$ cat src/rtl/ls194_pkg.sv
// Shared op codes, ls74194 mode constants and sequencer state encoding
// for the shift controller that drives a 74194 universal shift register.
package ls194_pkg;

    localparam logic [2:0] OP_LSL  = 3'b000;
    localparam logic [2:0] OP_LSR  = 3'b001;
    localparam logic [2:0] OP_ROL  = 3'b010;
    localparam logic [2:0] OP_ROR  = 3'b011;
    localparam logic [2:0] OP_ASR  = 3'b100;
    localparam logic [2:0] OP_LOAD = 3'b101;

    localparam logic [1:0] S_HOLD = 2'b00;
    localparam logic [1:0] S_SHR  = 2'b01;
    localparam logic [1:0] S_SHL  = 2'b10;
    localparam logic [1:0] S_LOAD = 2'b11;

    typedef enum logic [1:0] {
        ST_IDLE  = 2'b00,
        ST_LOAD  = 2'b01,
        ST_SHIFT = 2'b10,
        ST_DONE  = 2'b11
    } state_t;

    // Reserved codes 110/111 fall into the plain-load group with OP_LOAD.
    function automatic logic is_load_op(input logic [2:0] op_v);
        is_load_op = (op_v >= OP_LOAD);
    endfunction

    function automatic logic [1:0] shift_mode(input logic [2:0] op_v);
        case (op_v)
            OP_LSL, OP_ROL:         shift_mode = S_SHL;
            OP_LSR, OP_ROR, OP_ASR: shift_mode = S_SHR;
            default:                shift_mode = S_HOLD;
        endcase
    endfunction

endpackage

$ cat src/rtl/ls194_shift_ctrl.sv
// Sequencer driving an ls74194: loads the operand, then steps it one bit per
// cycle with the correct serial fill until the requested amount is reached.
module ls194_shift_ctrl
    import ls194_pkg::*;
#(
    parameter int WIDTH = 4,
    parameter int AMT_W = 3
) (
    input  logic             clk,
    input  logic             clear,
    input  logic             start,
    input  logic [2:0]       op,
    input  logic [AMT_W-1:0] amount,
    input  logic [WIDTH-1:0] data_in,
    input  logic [WIDTH-1:0] q,
    output logic [1:0]       s,
    output logic [WIDTH-1:0] p,
    output logic             sil,
    output logic             sir,
    output logic             clear_n,
    output logic             busy,
    output logic             done,
    output logic [WIDTH-1:0] result
);

    state_t           state_r;
    logic [2:0]       op_r;
    logic [AMT_W-1:0] cnt_r;
    logic [WIDTH-1:0] data_r;

    // Command sequencing: latch in IDLE, load, count shift cycles, pulse done.
    always_ff @(posedge clk) begin
        if (clear) begin
            state_r <= ST_IDLE;
            op_r    <= 3'b000;
            cnt_r   <= {AMT_W{1'b0}};
            data_r  <= {WIDTH{1'b0}};
        end else begin
            case (state_r)
                ST_IDLE: begin
                    if (start) begin
                        op_r    <= op;
                        cnt_r   <= is_load_op(op) ? {AMT_W{1'b0}} : amount;
                        data_r  <= data_in;
                        state_r <= ST_LOAD;
                    end else begin
                        state_r <= ST_IDLE;
                    end
                end
                ST_LOAD: begin
                    if (cnt_r != {AMT_W{1'b0}}) begin
                        state_r <= ST_SHIFT;
                    end else begin
                        state_r <= ST_DONE;
                    end
                end
                ST_SHIFT: begin
                    cnt_r <= cnt_r - AMT_W'(1);
                    if (cnt_r == AMT_W'(1)) begin
                        state_r <= ST_DONE;
                    end else begin
                        state_r <= ST_SHIFT;
                    end
                end
                ST_DONE: begin
                    state_r <= ST_IDLE;
                end
                default: begin
                    state_r <= ST_IDLE;
                end
            endcase
        end
    end

    // Mode select and serial fill; fill bits follow the live q each shift cycle.
    always_comb begin
        s   = S_HOLD;
        sil = 1'b0;
        sir = 1'b0;
        case (state_r)
            ST_LOAD: begin
                s = S_LOAD;
            end
            ST_SHIFT: begin
                s = shift_mode(op_r);
                case (op_r)
                    OP_ROL:  sil = q[WIDTH-1];
                    OP_ROR:  sir = q[0];
                    OP_ASR:  sir = q[WIDTH-1];
                    default: begin
                        sil = 1'b0;
                        sir = 1'b0;
                    end
                endcase
            end
            default: begin
                s = S_HOLD;
            end
        endcase
    end

    assign p       = data_r;
    assign result  = q;
    assign clear_n = ~clear;
    assign busy    = (state_r == ST_LOAD) || (state_r == ST_SHIFT);
    assign done    = (state_r == ST_DONE);

endmodule

$ cat config.mk
export PLATFORM = sky130hd
export DESIGN_NAME = ls194_shift_ctrl
export DESIGN_NICKNAME = d
export VERILOG_FILES = /design/src/rtl/ls194_pkg.sv /design/src/rtl/ls194_shift_ctrl.sv
export SDC_FILE = /design/constraint.sdc
export NUM_CORES = 1
export LEC_CHECK = 0
export BUFFER_PORTS_ARGS = -buffer_cell sky130_fd_sc_hd__buf_2
export CELL_PAD_IN_SITES_DETAIL_PLACEMENT = 0
export CELL_PAD_IN_SITES_GLOBAL_PLACEMENT = 1
export CORE_MARGIN = 2
export CORE_UTILIZATION = 31
export DETAILED_ROUTE_END_ITERATION = 10
export GPL_ROUTABILITY_DRIVEN = 0
export PLACE_DENSITY = 0.79
export SYNTH_ARGS = -nofsm -noshare
export SYNTH_HDL_FRONTEND = slang
export SYNTH_SLANG_ARGS = --single-unit
$ cat constraint.sdc
create_clock -name clk -period 1.69 [get_ports clk]
set_input_delay 0.2535 -clock clk [delete_from_list [all_inputs] [get_ports clk]]
set_output_delay 0.2535 -clock clk [all_outputs]
set_load 0.1 [all_outputs]
**Yosys cells after proc, flatten, opt, wreduce, memory -nomap -nowiden**

Cells that the tools add are included.

- Register bits: 12
- Bits of input ports: 17
- Output and inout bits: 15
- Word-level logic and storage cells: 38

- Add/subtract/negate cells: 1
- $lt $le $gt $ge: 1
- Eq/ne operators: 9
- Mux-type cells: 13
- Bitwise logic cells: 1
- Reductions and logical operators: 9

Operator list:

| kind | count |
|---|---|
| $pmux W2 S2 | 2 |
| $pmux W2 S4 | 1 |
| $eq A3 B1 Y1 const B | 2 |
| $eq A3 B2 Y1 const B | 2 |
| $mux W1 | 6 |
| $mux W3 | 2 |
| $pmux W3 S2 | 1 |
| $eq A2 B2 Y1 const B | 2 |
| $reduce_and A2 Y1 | 2 |
| $eq A3 B3 Y1 const B | 1 |
| $ge A3 B3 Y1 const B | 1 |
| $logic_not A3 Y1 | 1 |
| $reduce_bool A3 Y1 | 1 |
| $reduce_or A3 Y1 | 1 |
| $sub A3 B1 Y3 const B | 1 |
| $eq A2 B1 Y1 const B | 1 |
| $logic_not A2 Y1 | 1 |
| $ne A2 B2 Y1 const B | 1 |
| $pmux W1 S2 | 1 |
| $reduce_bool A2 Y1 | 1 |
| $reduce_or A2 Y1 | 1 |
| $logic_or A1 B1 Y1 | 1 |
| $not A1 Y1 | 1 |

**Logic depth before layout (Yosys ltp)**

- Word-level depth: 4
- Gate-level depth with buffers: 6
- Gate-level depth less buffers: 6

**Worst setup path after synthesis**

OpenSTA, ideal clock, no wires.

- Kind: reg-to-output
- Start: register state_r[0]
- End: output port s[0]
- Data arrival time: 2.116 ns
- Slack: -0.679 ns
- Cell stages (with the launch flop): 4
- Cell sequence: dfxtp_1 inv_1 ha_1 o21a_1

- Longest elaborated chain between the ends: 2

Ends and longest elaborated chain:

| item | RTL line | text |
|---|---|---|
| start, declared | ls194_shift_ctrl.sv:26 | `state_t state_r;` |
| start signal, assigned | ls194_shift_ctrl.sv:34 | `state_r <= ST_IDLE;` |
| start signal, assigned | ls194_shift_ctrl.sv:45 | `state_r <= ST_LOAD;` |
| start signal, assigned | ls194_shift_ctrl.sv:47 | `state_r <= ST_IDLE;` |
| $eq A2 B2 Y1 or $eq A2 B1 Y1 (tied branches) | ls194_shift_ctrl.sv:80 | `case (state_r)` |
| $pmux W2 S2 * | ls194_shift_ctrl.sv:80 |  |
| end, declared | ls194_shift_ctrl.sv:16 | `output logic [1:0] s,` |

Every way passes the cells marked *; elsewhere a longest branch is shown, timed or not.

**Worst setup path after layout**

Ends and elaborated chain as after synthesis.

==> results.json <==
{
  "antennaDiodeCount": 0,
  "timing.slew.headroom_pct": 67.65,
  "grt_overflow_total": 0,
  "viasPerCell": 4.930,
  "p_total_mw": 1.078,
  "nets": 139,
  "initial_core_util_pct": 32.24,
  "top_usage_layer": "met2",
  "path_clk_slew_ns": 0.08,
  "insertion_delay_ns": 0.28,
  "synth_ff_type": "dfxtp_1",
  "rsz0062_at_grt": "yes",
  "ys_ff_latch": 12,
  "dr.pass1.iters": 4,
  "setup_ws_ns": -0.0006505,
  "numPortBuffers": 27,
  "grt_pass1_vias": 655,
  "p_leak_nw": 0.4566,
  "worstSetupPathType": "reg2out",
  "synth_area_per_cell_um2": 8.326,
  "grt_pass1_wl_mm": 2.725,
  "synth_compound_area_share_pct": 21.29,
  "synth_edf_count": 0,
  "synth_mux_area_share_pct": 0,
  "powerDensity_nw_per_um2": 1012,
  "synth_fa_ha_area_share_pct": 12.52,
  "grt_use_met1_pct": 14.31,
  "hold_path.class": "in2reg",
  "grt_max_degree": 14,
  "die-width_um": 51.50,
  "fillers": 228,
  "syn_inst": 84,
  "async_flop_share_pct": 0,
  "startpoint_type": "register",
  "cts-root-buf": "clkbuf_4",
  "io_pins": 32,
  "cts_buffers": 3,
  "clock_path_buffers": 2,
  "vias": 700,
  "drive_gt1_share_pct": 46.49,
  "synth-simple-area-share_pct": 20.93,
  "place_hpwl_mm": 1.230,
  "yosys.cell_types.count": 29,
  "crit_arrival_ns": 1.44,
  "tightest_slew_ns": 0.4886,
  "wl_per_cell_um": 11.99,
  "cts.sinks": 12,
  "ant_nets": 0,
  "max-cap-violations": 0,
  "status": "finished, violations left",
  "synth_top_family_by_area": "compound AO/OA/AOI/OAI gates",
  "skew_ns": 0.002082,
  "finalSetupViolCount": 1,
  "grt_usage_pct": 13.98,
  "place_ws_ns": 0.08938,
  "irDropWorstVdd_uv": 463.5,
  "finalCritPeriodShare_pct": 100.0,
  "crit_required_ns": 1.44,
  "timing_hold_violations_final": 0,
  "finalCriticalPeriod_ns": 1.691,
  "cts_tree": "built",
  "synth_nets": 108,
  "synth_sequential_area_ratio_pct": 34.35,
  "synth_area_um2": 699.4,
  "antenna_found_initial": 0,
  "areaGrowthSynthToFinish_pct": 52.24,
  "critPathCaptureType": "output pin",
  "slew_violations": 0,
  "use_met2_pct": 25.00,
  "ys.warnings.count": 0,
  "fp.dieH_um": 51.50,
  "drc": 0,
  "fp.dieArea_um2": 2652,
  "rows": 17,
  "path_max_fanout": 2,
  "hold_buffers": 0,
  "drtIter0Drc": 11,
  "grtUsageMet3_pct": 4.310,
  "core_um2": 2170,
  "finalWirelength_mm": 1.702,
  "failed_checks": "negative setup slack",
  "htree_levels": 1,
  "synth_xor_area_share_pct": 0,
  "fmax_mhz": 591.5
}
[registers in the layout (all words and copies together) (netlist names)]
register,cells
op_r,3
state_r,2
cnt_r,3
p,4
[path summary, 6_finish.rpt]
path	startpoint	to	slack, ns	depth (start not counted)
worst max-delay path	state_r[0]	s[0]	-0.0007	7
worst min-delay path	data_in[0]	p[0]	0.21	3
worst max register to register	state_r[0]	cnt_r[0]	0.10	9
worst min register to register	p[0]	p[0]	0.45	2
[synth_stat cells, drive strengths merged, types with 2 or more instances]
cell type  instances  area (µm²)
nand3              7       35.03
a22oi              2       15.01
nand2              8       32.54
ha                 7       87.58
o21ai              3       15.01
buf                7       50.04
inv                7       26.27
nor2               4       15.01
nand2b             2       12.51
nor2b              2       12.51
a221oi             2       17.52
o21a               4       37.53
a21oi              8       40.04
a211oi             2       15.01
dfxtp             12       240.2
[layer usage]
layer	part of all wire, %	up-vias
li1	-	348
met1	40	326
met5	0	-
met4	2.0	0
met2	52	21
met3	6.1	5
[stage by stage]
| stage | setup TNS (ns) | hold slack, ns | utilization [%] | instance area [µm²] | cells |
|---|---|---|---|---|---|
| after floorplan | 0 | 0.3251 | - | 733.2 | 84 |
| after global placement | 0 | 0.4399 | 43.48 | 943.4 | 134 |
| after detailed placement | 0 | 0.4476 | 43.48 | 943.4 | 134 |
| after CTS | 0 | 0.2138 | 47.81 | 1037 | 140 |
| after global routing | -0.1442 | 0.1925 | 49.08 | 1065 | 142 |
| final | -0.0006505 | 0.2145 | 49.08 | 1065 | 142 |
[layout by cell type, fill, tap and decap left out, types with 2 or more instances in the layout]
master / n
inv_1: 5
clkbuf_4: 3
nand2b_1: 2
ha_1: 5
dfxtp_1: 8
o21ai_1: 2
buf_12: 6
a21oi_1: 8
buf_4: 4
nand2_1: 7
o21a_4: 2
nor2_1: 3
nand3_1: 7
a211oi_1: 2
buf_2: 22
a22oi_1: 2
a221oi_1: 2
inv_4: 2
nor2b_1: 2
ha_4: 2
dfxtp_2: 4
[power breakdown]
part           internal (mW)  switching, mW  total, mW
combinational          0.184          0.317      0.501
clock                  0.131          0.107      0.239
sequential             0.315         0.0233      0.338
[critical path, stage by stage, from the launching register on]
cell and delay (ns):
dfxtp_2 0.36, inv_4 0.05, ha_4 0.16, inv_4 0.07, buf_6 0.10, nor2_1 0.04
o21a_2 0.20, buf_12 0.16
[repair_timing]
action	in CTS	in global routing
gates resized for setup	8	5
buffers inserted	2	2
pin swaps	0	2
setup endpoints to repair	4	4
cloned	0	0
[layout make-up]
type	instances	area, µm²	share of cell area [%]
Multi-Input combinational cell	58	445.4	41.83
Clock buffer	4	36.28	3.408
Sequential cell	12	245.2	23.03
Timing Repair Buffer	33	271.5	25.50
Inverter	7	31.28	2.938
Tap cell	28	35.03	3.290
[cell families after synthesis]
family | after synthesis
fa+ha+maj | 7
simple gates | 29
compound gates | 22
flops | 12
buf+inv | 14
No activity file was read; power rests on OpenSTA's default activity.
